--- config.mk ---
export PLATFORM = sky130hd
export DESIGN_NAME = branch_resolver
export DESIGN_NICKNAME = d
export VERILOG_FILES = /design/src/rtl/branch_resolver_pkg.sv /design/src/rtl/branch_resolver_cond.sv /design/src/rtl/branch_resolver.sv
export SDC_FILE = /design/constraint.sdc
export NUM_CORES = 1
export LEC_CHECK = 0
export CORE_MARGIN = 5
export CORE_UTILIZATION = 40
export DETAILED_ROUTE_END_ITERATION = 6
export PLACE_DENSITY_LB_ADDON = 0.15
export REMOVE_ABC_BUFFERS = 1
export SETUP_SLACK_MARGIN = 0.3
export SYNTH_ARGS = -nofsm -noshare
export SYNTH_HDL_FRONTEND = slang
export SYNTH_HIERARCHICAL = 1
export SYNTH_SLANG_ARGS = --single-unit
--- constraint.sdc ---
create_clock -name clk -period 4.1 [get_ports clk]
set_input_delay 0.41 -clock clk [delete_from_list [all_inputs] [get_ports clk]]
set_output_delay 0.41 -clock clk [all_outputs]
set_load 0.01 [all_outputs]
--- src/rtl/branch_resolver_pkg.sv ---
// Shared encodings for the branch resolver: op codes, FSM states and PC step.
package branch_resolver_pkg;

  localparam logic [2:0] BR_BEQ = 3'd0;
  localparam logic [2:0] BR_BNE = 3'd1;
  localparam logic [2:0] BR_BLT = 3'd2;
  localparam logic [2:0] BR_BGE = 3'd3;
  localparam logic [2:0] BR_BLE = 3'd4;
  localparam logic [2:0] BR_BGT = 3'd5;
  localparam logic [2:0] BR_JMP = 3'd6;
  localparam logic [2:0] BR_NOP = 3'd7;

  localparam logic [0:0] ST_IDLE   = 1'b0;
  localparam logic [0:0] ST_SQUASH = 1'b1;

  localparam int unsigned PC_INCR = 4;

endpackage

--- src/rtl/branch_resolver_cond.sv ---
// Combinational branch condition decode from comparer NotEqual/LessThan flags.
module branch_resolver_cond
  import branch_resolver_pkg::*;
(
  input  logic [2:0] i_op,
  input  logic       i_ne,
  input  logic       i_lt,
  output logic       o_taken_c
);

  // The ne=0/lt=1 pair never comes from the comparer; it is decoded literally.
  always_comb begin
    o_taken_c = 1'b0;
    case (i_op)
      BR_BEQ:  o_taken_c = !i_ne;
      BR_BNE:  o_taken_c = i_ne;
      BR_BLT:  o_taken_c = i_lt;
      BR_BGE:  o_taken_c = !i_lt;
      BR_BLE:  o_taken_c = i_lt | !i_ne;
      BR_BGT:  o_taken_c = !i_lt & i_ne;
      BR_JMP:  o_taken_c = 1'b1;
      default: o_taken_c = 1'b0;
    endcase
  end

endmodule

--- src/rtl/branch_resolver.sv ---
// Registered branch decision/redirect with post-redirect squash window.
// Optional BRANCH_STATS_EN adds saturating branch/taken counters.
module branch_resolver
  import branch_resolver_pkg::*;
#(
  parameter int unsigned XLEN          = 32,
  parameter int unsigned OFFW          = 16,
  parameter int unsigned SQUASH_CYCLES = 2
) (
  input  logic            clk,
  input  logic            rst_n,
  input  logic            in_valid,
  output logic            in_ready,
  input  logic [2:0]      in_op,
  input  logic            in_ne,
  input  logic            in_lt,
  input  logic [XLEN-1:0] in_pc,
  input  logic [OFFW-1:0] in_off,
  output logic            out_valid,
  input  logic            out_ready,
  output logic            out_taken,
  output logic [XLEN-1:0] out_target,
  output logic            squash
`ifdef BRANCH_STATS_EN
  ,
  output logic [31:0]     stat_branches,
  output logic [31:0]     stat_taken
`endif
);

  localparam int unsigned CNTW = 4;

  logic [0:0]      r_state;
  logic [0:0]      w_state_nxt;
  logic [CNTW-1:0] r_cnt;
  logic [CNTW-1:0] w_cnt_nxt;
  logic            r_out_valid;
  logic            r_out_taken;
  logic [XLEN-1:0] r_out_target;
  logic            r_squash;
  logic            w_taken;
  logic            w_in_xfer;
  logic            w_out_xfer;
  logic            w_squash_go;
  logic [XLEN-1:0] w_seq;
  logic [XLEN-1:0] w_off_ext;
  logic [XLEN-1:0] w_tgt_taken;

  branch_resolver_cond u_cond (
    .i_op      (in_op),
    .i_ne      (in_ne),
    .i_lt      (in_lt),
    .o_taken_c (w_taken)
  );

  assign w_seq       = in_pc + XLEN'(PC_INCR);
  assign w_off_ext   = {{(XLEN-OFFW){in_off[OFFW-1]}}, in_off};
  assign w_tgt_taken = w_seq + (w_off_ext << 2);

  assign in_ready    = (r_state == ST_IDLE) & (!r_out_valid | out_ready);
  assign w_in_xfer   = in_valid & in_ready;
  assign w_out_xfer  = r_out_valid & out_ready;
  assign w_squash_go = w_out_xfer & r_out_taken;

  assign out_valid   = r_out_valid;
  assign out_taken   = r_out_taken;
  assign out_target  = r_out_target;
  assign squash      = r_squash;

  always_ff @(posedge clk or negedge rst_n) begin
    if (!rst_n) begin
      r_state <= ST_IDLE;
      r_cnt   <= '0;
    end else begin
      r_state <= w_state_nxt;
      r_cnt   <= w_cnt_nxt;
    end
  end

  // Squash counter runs SQUASH_CYCLES..1, leaving on the cycle it reads 1.
  always_comb begin
    w_state_nxt = r_state;
    w_cnt_nxt   = r_cnt;
    if (r_state == ST_IDLE) begin
      if (w_squash_go) begin
        w_state_nxt = ST_SQUASH;
        w_cnt_nxt   = CNTW'(SQUASH_CYCLES);
      end
    end else begin
      if (r_cnt <= CNTW'(1)) begin
        w_state_nxt = ST_IDLE;
        w_cnt_nxt   = '0;
      end else begin
        w_cnt_nxt   = r_cnt - CNTW'(1);
      end
    end
  end

  // An input accepted alongside a taken redirect is held but never presented.
  always_ff @(posedge clk or negedge rst_n) begin
    if (!rst_n) begin
      r_out_valid  <= 1'b0;
      r_out_taken  <= 1'b0;
      r_out_target <= '0;
      r_squash     <= 1'b0;
    end else begin
      if (w_in_xfer) begin
        r_out_valid  <= !w_squash_go;
        r_out_taken  <= w_taken;
        r_out_target <= w_taken ? w_tgt_taken : w_seq;
      end else if (w_out_xfer) begin
        r_out_valid  <= 1'b0;
      end
      r_squash <= (w_state_nxt == ST_SQUASH);
    end
  end

`ifdef BRANCH_STATS_EN
  logic r_is_branch;

  always_ff @(posedge clk or negedge rst_n) begin
    if (!rst_n) begin
      r_is_branch   <= 1'b0;
      stat_branches <= '0;
      stat_taken    <= '0;
    end else begin
      if (w_in_xfer) begin
        r_is_branch <= (in_op != BR_NOP);
      end
      if (w_out_xfer && r_is_branch && (stat_branches != 32'hFFFF_FFFF)) begin
        stat_branches <= stat_branches + 32'd1;
      end
      if (w_out_xfer && r_out_taken && (stat_taken != 32'hFFFF_FFFF)) begin
        stat_taken <= stat_taken + 32'd1;
      end
    end
  end
`endif

endmodule

; Word level (Yosys, flattened, before mapping)
; Cells that the tools add are included.
; W data, S select, Z words.
[word_totals]
input_bits = 57
ff_bits = 39
romBits = 0
elab_cells = 40
mem_bits_rw = 0
output_inout_bits = 36
memories = 0
latchBits = 0
[op_classes]
multipliers = 0
addsub = 3
n_reduce_logical = 7
n_shift = 0
muxes = 10
bitwise_logic = 8
n_div = 0
n_lt_le_gt_ge = 1
eq_ne = 6
[op_table]
columns = op, count
row1 = $add A32 B3 Y32 const B, 1
row2 = $add A32 B32 Y32, 1
row3 = $mux W32, 1
row4 = $mux W4, 3
row5 = $eq A3 B3 Y1 const B, 3
row6 = $pmux W1 S7, 1
row7 = $eq A3 B2 Y1 const B, 2
row8 = $and A1 B1 Y1, 5
row9 = $mux W1, 5
row10 = $le A4 B1 Y1 const B, 1
row11 = $logic_not A1 Y1, 4
row12 = $reduce_bool A2 Y1, 2
row13 = $sub A4 B1 Y4 const B, 1
row14 = $eq A3 B1 Y1 const B, 1
row15 = $logic_not A3 Y1, 1
row16 = $or A1 B1 Y1, 2
row17 = $not A1 Y1, 1

; Longest topological paths before layout
; Gate-level depths: netlist (run 1).
[logic_depth]
ltp_word = 5
mapped_depth = 16

; Modules after synthesis
; The synthesis (run 1) kept the hierarchy.
[modules_own_cells]
columns = module, area_each_um2, cells_per_inst, n_inst
row1 = branch_resolver, 3941.3, 490, 1
row2 = branch_resolver_cond, 48.8, 8, 1

; Least setup slack after synthesis (run 1)
; OpenSTA, ideal clock, no wires.
[synth_timing]
path_type = in2reg
startpoint = in in_pc[5]
endpoint = reg r_out_target[31], in the netlist out_target[31]
path_slack_ns = 0.580
path_stages = 15
path_buffers = 0
arrival_ns = 3.428
cell_sequence = and4_1 and4_1 nand3_1 nor3_1 xor2_1 ha_1 and3_1 nand3_1 or4b_1 a21o_1 nand3_2 a41oi_4 xnor2_2 and3_1 o31ai_2
[synth_between]
elab_chain_cells = 3
[synth_rtl]
columns = item, line
row1 = start: declaration, branch_resolver.sv:17  ; input logic [XLEN-1:0] in_pc,
row2 = $add A32 B3 Y32 (*), branch_resolver.sv:56  ; assign w_seq = in_pc + XLEN'(PC_INCR);
row3 = $add A32 B32 Y32, branch_resolver.sv:58  ; assign w_tgt_taken = w_seq + (w_off_ext << 2);
row4 = $mux W32 (*), branch_resolver.sv:110  ; r_out_target <= w_taken ? w_tgt_taken : w_seq;
row5 = end signal: assignment, branch_resolver.sv:110
row6 = end: declaration, branch_resolver.sv:39  ; logic [XLEN-1:0] r_out_target;
; Every way passes the cells marked *; elsewhere a longest branch is shown, timed or not.
; A chain may end at the register's enable or synchronous reset.

; Worst setup path after layout (run 1)
[layout_timing]
startpoint = in in_pc[4]
endpoint = reg r_out_target[31], in the netlist out_target[31]
; The elaborated chain is that of the path after synthesis.

==> flow_metrics.py, run 1 <==
metrics = {
    "timing": {
        "rsz0062_at_grt": "false",
        "timing.final.ws_setup_ns": 0.421,
        "max_freq_ghz": 0.272,
        "finClkSkew_ns": 0.00955,
        "period_needed_ns": 3.68,
        "finalSetupViolations": 0,
        "fin_crit_sh_pct": 89.7,
        "slew_headroom_pct": 37.5,
        "drv_slew": 0,
        "tightest_slew_ns": 0.937,
        "finalHoldViolations": 0,
    },
    "layout": {
        "layout-drive-gt1-share_pct": 18.3,
        "nets": 748,
        "syn_to_final_growth_pct": 45.1,
        "nFillCells": 932,
        "final_cell_mix": "clkdlybuf4s50_1 (89), buf_4 (67), nand2_1 (65), o21ai_0 (44)",
        "layout_commonest_cell": "clkdlybuf4s50_1",
        "layout.cells.non_filler": 785,
        "final_util_pct": 59.5,
        "num_antenna_cells": 0,
    },
    "placement": {
        "place_ws_ns": -0.147,
        "place_congestion": 0.920,
        "place.detailed.hpwl_um": 10100,
        "portBuffers": 92,
        "place_inst": 770,
    },
    "synth": {
        "synth_top_family_by_area": "compound AO/OA/AOI/OAI gates",
        "ys_seq_elements": 39,
        "syn-cell-area_um2": 3990,
        "synth-xor-area-share_pct": 10.5,
        "async_flop_share_pct": 100,
        "synth_compound_area_share_pct": 26.5,
        "synth_area_leaders": "dfrtp_1 (24%), ha_1 (12%), xnor2_1 (7.5%)",
        "ys_types": 58,
        "synth_edf_count": 0,
        "synth_cells": 498,
        "yosys_warnings": 6,
        "yosysSeqAreaShare_pct": 24.5,
        "ys.flop_type": "dfrtp_1",
        "synth_area_leader_cell": "dfrtp_1",
        "yosys.area.top_type_share_pct": 24.5,
        "synth_fa_ha_area_share_pct": 12.7,
        "yosys.area_share.simple_pct": 21.7,
        "avgSynthCellArea_um2": 8.01,
        "synth_mux_area_share_pct": 1.76,
    },
    "power": {
        "clkPwrFrac_pct": 12.1,
        "p_seq_share_pct": 30.3,
        "p_leak_nw": 2.60,
        "power.density_nw_per_um2": 392,
        "ir_drop_uv": 216,
        "intPower_mw": 1.36,
        "switching_share_pct": 40.0,
        "p_sw_mw": 0.906,
        "pwr-share-comb_pct": 57.6,
    },
    "drt": {
        "drt-initial-drc-count": 214,
        "drt.antenna.violating_nets": 0,
        "dr.pass1.iters": 5,
        "via_count": 4258,
        "routedWlPerCell_um": 16.5,
        "routed_via_density": 5.42,
        "route.final.wire_length_um": 13000,
        "drc": 0,
    },
    "clock_network": {
        "root_buffer": "clkbuf_8",
        "cts_buffer_depth": 2,
        "insertion_delay_ns": 0.30,
        "clk_pin_slew_ns": 0.09,
        "numCtsBuffers": 5,
        "cts-htree-levels": 2,
        "clock-sinks": 39,
        "cts_tree": "done",
    },
    "setup_path": {
        "start_kind": "input pin",
        "cp_top_family": "simple AND/OR/NAND/NOR gates",
        "end_kind": "flop",
        "worst-path-max-fanout": 4,
        "arrival_ns": 3.89,
        "cp.buffers_inverters": 2,
        "cpPeakStageDelay_ns": 0.47,
        "path_class": "in2reg",
        "required_ns": 4.31,
        "path_cells": "clkdlybuf4s50_1 > and4_1 > and4_4 > nand3_4 > buf_6 > xnor2_1 > ha_1 > and3_4 > and2_4 > or4b_4 > a21o_4 > nand3_4 > a41oi_4 > xnor2_2 > and3_1 > o31ai_2",
        "r2r_cells": 5,
        "crit_slowest_cell": "clkdlybuf4s50_1",
        "path_depth": 16,
        "cp_common_cell": "nand3_4",
    },
    "grt": {
        "grt_pass1_wl_um": 20100,
        "grt_pass1_vias": 4145,
        "grt.total_usage_pct": 21.1,
        "antenna_found_initial": 0,
        "grt_max_degree": 44,
        "grt_remaining_overflow": 0,
    },
    "hold_path": {
        "worstHoldPathType": "in2async",
    },
    "floorplanning": {
        "die-area_um2": 12100,
        "die_w_um": 110,
        "ioPinCount": 93,
        "initial_core_util_pct": 41.0,
        "die_h_um": 110,
        "rows": 36,
        "core-area_um2": 9730,
    },
    "flow_run": {
        "cap_violations": 0,
    },
    "run_status": {
        "status": "finished, final reports clean",
    },
}
timing repair:
action | CTS | global route
setup buffers | 2 | 5
pin swaps | 3 | 16
endpoints found under the setup margin | 11 | 11
hold buffers | 0 | 0
gates resized for setup | 7 | 30
power by group through the flow:
stage,clock network (mW),registers [mW],logic [mW]
final,0.275,0.686,1.31
after global routing,0.301,0.715,1.43
after CTS,0.287,0.687,1.29
after detailed placement,0,0.693,1.28
after global placement,0,0.690,1.27
after floorplan,0,0.752,0.557
Yosys cell counts, types with 2 or more instances:
cell type and instances:
a211oi_1 3, a21o_1 25, a21oi_1 42, a221oi_1 2
a22o_1 2, a22oi_1 7, a2bb2oi_1 2, a31oi_1 5
a41oi_1 2, and2_1 6, and3_1 7, and4_1 7
clkbuf_1 11, dfrtp_1 39, ha_1 39, inv_1 9
mux2i_1 7, nand2_1 65, nand2b_1 7, nand3_1 22
nand4_1 8, nor2_1 29, nor2b_1 5, nor3_1 11
o211ai_1 2, o21a_1 7, o21ai_0 46, o21ai_1 3
o21bai_1 5, xnor2_1 34, xor2_1 12
flip-flops by register name, indices dropped and copies added (netlist names):
name,count
out_target,32
out_valid,1
squash,1
out_taken,1
r_cnt,4
cells by family after synthesis:
logic type / Yosys count
compound gates: 165
xor+xnor: 47
fa+ha+maj: 40
buf+inv: 24
flops: 39
mux: 7
simple gates: 176
cell type report:
| class | count | area (µm²) | area share (%) |
|---|---|---|---|
| timing repair buffer | 160 | 1440 | 24.8 |
| clock inverter | 3 | 20.0 | 0.346 |
| inverter | 10 | 37.5 | 0.648 |
| clock buffer | 5 | 68.8 | 1.19 |
| sequential | 39 | 976 | 16.9 |
| tap | 133 | 166 | 2.87 |
| multi-input combinational | 435 | 3090 | 53.3 |
path summary, 6_finish.rpt:
check / startpoint / to / slack [ns]
hold reg to reg: out_target[2] / out_target[2] / 0.48
min in group clk: out_target[2] / out_target[2] / 0.48
setup reg to reg: squash / out_target[12] / 2.20
max in group asynchronous: rst_n / out_target[12] / 3.27
setup / recovery: in_pc[4] / out_target[31] / 0.42
hold / removal: rst_n / out_target[15] / 0.25
per-layer routing:
layer	up-vias	routed length (µm)	track usage (%)
met5	-	0	0
met4	0	219	4.72
met3	23	779	2.64
met2	127	6200	35.7
met1	1981	5770	28.6
li1	2127	-	-
stage by stage:
step / cell area (µm²) / TNS, ns / hold WS, ns / total power [mW]
after global placement: 5470 / -0.314 / 0.461 / 1.96
after floorplan: 3930 / 0 / 0.114 / 1.31
after detailed placement: 5470 / -0.733 / 0.471 / 1.98
after global routing: 5790 / 0 / 0.330 / 2.45
final: 5790 / 0 / 0.250 / 2.27
after CTS: 5610 / 0 / 0.283 / 2.27
Power figures use the tool's default switching activity.
==> inputs of run 2 (changes only) <==
--- a/config.mk
+++ b/config.mk
@@ -5,7 +5,6 @@
 export SDC_FILE = /design/constraint.sdc
 export NUM_CORES = 1
 export LEC_CHECK = 0
-export CORE_MARGIN = 5
 export CORE_UTILIZATION = 40
 export DETAILED_ROUTE_END_ITERATION = 6
 export PLACE_DENSITY_LB_ADDON = 0.15
==> constraint.sdc (replaced) <==
create_clock -name clk -period 4.4 [get_ports clk]
set_input_delay 0.44 -clock clk [delete_from_list [all_inputs] [get_ports clk]]
set_output_delay 0.44 -clock clk [all_outputs]
set_load 0.01 [all_outputs]
==> run 2 against run 1 <==
Net effect: clock-buffer cell count did not move; hold slack improved by 0.017 ns; worst setup slack improved by 0.073 ns; sequential cell count did not move; first-iteration DRC count fell by 10%; register-to-register slack improved by 0.43 ns; critical path depth fell by 1; clock skew rose by 0.0011 ns; critical path type unchanged; highest routed layer unchanged.
==> flow_metrics.py, run 2 (synthesis gave the netlist of run 1 again) <==
metrics = {
    "floorplanning": {
        "rows": 36,
        "core-area_um2": 9730,
        "ioPinCount": 93,
        "die-area_um2": 10400,
        "initial_core_util_pct": 41.0,
        "die_w_um": 102,
        "die_h_um": 102,
    },
    "timing": {
        "period_needed_ns": 3.91,
        "finClkSkew_ns": 0.0107,
        "finalSetupViolations": 0,
        "finalHoldViolations": 0,
        "fin_tns_setup_ns": 0,
        "slew_headroom_pct": 36.0,
        "drv_slew": 0,
        "timing.final.ws_setup_ns": 0.493,
        "rsz0062_at_grt": "true",
        "tightest_slew_ns": 0.960,
        "max_freq_ghz": 0.256,
        "fin_crit_sh_pct": 88.8,
    },
    "grt": {
        "grt_use_met1_pct": 31.5,
        "grt_pass1_vias": 3917,
        "grt_pass1_wl_um": 19300,
        "grt_util_met2_pct": 40.7,
        "gr-usage-met3_pct": 3.28,
        "grt_remaining_overflow": 0,
        "grt_max_degree": 54,
        "antenna_found_initial": 0,
        "grt.total_usage_pct": 23.9,
        "grt.busiest_layer": "met2",
    },
    "drt": {
        "dr.pass1.iters": 4,
        "route.final.wire_length_um": 12000,
        "via_count": 4102,
        "drc": 0,
        "routed_via_density": 5.54,
        "routedWlPerCell_um": 16.2,
        "drt.antenna.violating_nets": 0,
        "drt-initial-drc-count": 192,
    },
    "clock_network": {
        "insertion_delay_ns": 0.30,
        "clk_pin_slew_ns": 0.10,
        "numCtsBuffers": 5,
        "cts_hold_buf": 0,
        "cts-htree-levels": 2,
        "cts_buffer_depth": 2,
        "cts_tree": "done",
        "clock-sinks": 39,
        "root_buffer": "clkbuf_8",
    },
    "setup_path": {
        "cp_top_family": "compound AO/OA/AOI/OAI gates",
        "path_cells": "clkdlybuf4s50_1 > and4_1 > and4_4 > nand3_2 > xnor2_1 > ha_1 > a21oi_1 > nor2b_1 > or2_2 > a311o_1 > o21ai_1 > nand2_1 > a31oi_1 > mux2i_1 > o221a_2",
        "cp.buffers_inverters": 1,
        "path_class": "in2reg",
        "arrival_ns": 4.16,
        "required_ns": 4.65,
        "worst-path-max-fanout": 6,
        "crit_slowest_cell": "clkdlybuf4s50_1",
        "end_kind": "flop",
        "cpPeakStageDelay_ns": 0.51,
        "worst-r2r-setup-slack_ns": 2.63,
        "start_kind": "input pin",
    },
    "power": {
        "p_total_mw": 2.11,
        "p_leak_nw": 2.34,
        "ir_drop_uv": 160,
        "intPower_mw": 1.29,
        "power.density_nw_per_um2": 395,
        "p_sw_mw": 0.819,
        "p_seq_share_pct": 30.1,
        "pwr-share-comb_pct": 54.7,
        "clkPwrFrac_pct": 15.2,
        "switching_share_pct": 38.9,
    },
    "placement": {
        "place_congestion": 0.933,
        "place.detailed.hpwl_um": 9180,
        "place_ws_ns": 0.125,
        "portBuffers": 92,
    },
    "layout": {
        "final_cell_mix": "clkdlybuf4s50_1 (91), nand2_1 (65), o21ai_0 (46), a21oi_1 (41), dfrtp_1 (39)",
        "layout-drive-gt1-share_pct": 8.88,
        "largest_reg_flops": 32,
        "num_antenna_cells": 0,
        "nets": 704,
        "syn_to_final_growth_pct": 33.7,
        "layout_commonest_cell": "clkdlybuf4s50_1",
    },
    "hold_path": {
        "worstHoldPathType": "in2async",
    },
    "run_status": {
        "status": "finished, final reports clean",
    },
    "flow_run": {
        "cap_violations": 0,
    },
}
## run 2: through the flow
step / hold WS [ns] / cell area, µm² / std cells / utilization (%)
2_1_floorplan: 0.144 / 3930 / 484 / -
3_3_place_gp: 0.461 / 5170 / 730 / 53.2
3_5_place_dp: 0.469 / 5170 / 730 / 53.2
4_1_cts: 0.301 / 5290 / 738 / 54.3
5_1_grt: 0.356 / 5340 / 741 / 54.8
6_report: 0.267 / 5340 / 741 / 54.8
## run 2: cell type report
type                       count  area (µm²)
tap                          133         166
sequential                    39         976
multi-input combinational    435        2950
clock inverter                 3        43.8
inverter                      10        37.5
fill                         959        4390
timing repair buffer         116        1100
clock buffer                   5        68.8
## run 2: path summary, 6_finish.rpt
path                                from             end  depth (start not counted)
setup / recovery                in_pc[6]  out_target[24]                         15
hold / removal                     rst_n   out_target[6]                          1
setup reg to reg                  squash  out_target[24]                          5
hold reg to reg            out_target[0]   out_target[0]                          2
max in group asynchronous          rst_n        r_cnt[3]                          1
min in group clk           out_target[0]   out_target[0]                          2
## run 2: per-layer routing
layer,routed length [µm],up-vias
met3,758,13
met5,0,-
met1,5420,1920
met4,176,0
met2,5630,123
li1,-,2046
## run 2: repair_timing
item | in CTS | in global routing
setup endpoints to repair | 0 | 10
gates resized for setup | 0 | 8
endpoints found under the hold margin | 0 | 0
setup buffers | 0 | 3
## run 2: power groups by stage
stage                     combinational [mW]  clock [mW]  sequential [mW]
after detailed placement                1.15           0            0.645
after global placement                  1.14           0            0.637
after global routing                    1.28       0.341            0.657
final                                   1.15       0.321            0.634
after CTS                               1.15       0.334            0.637
after floorplan                        0.519           0            0.701
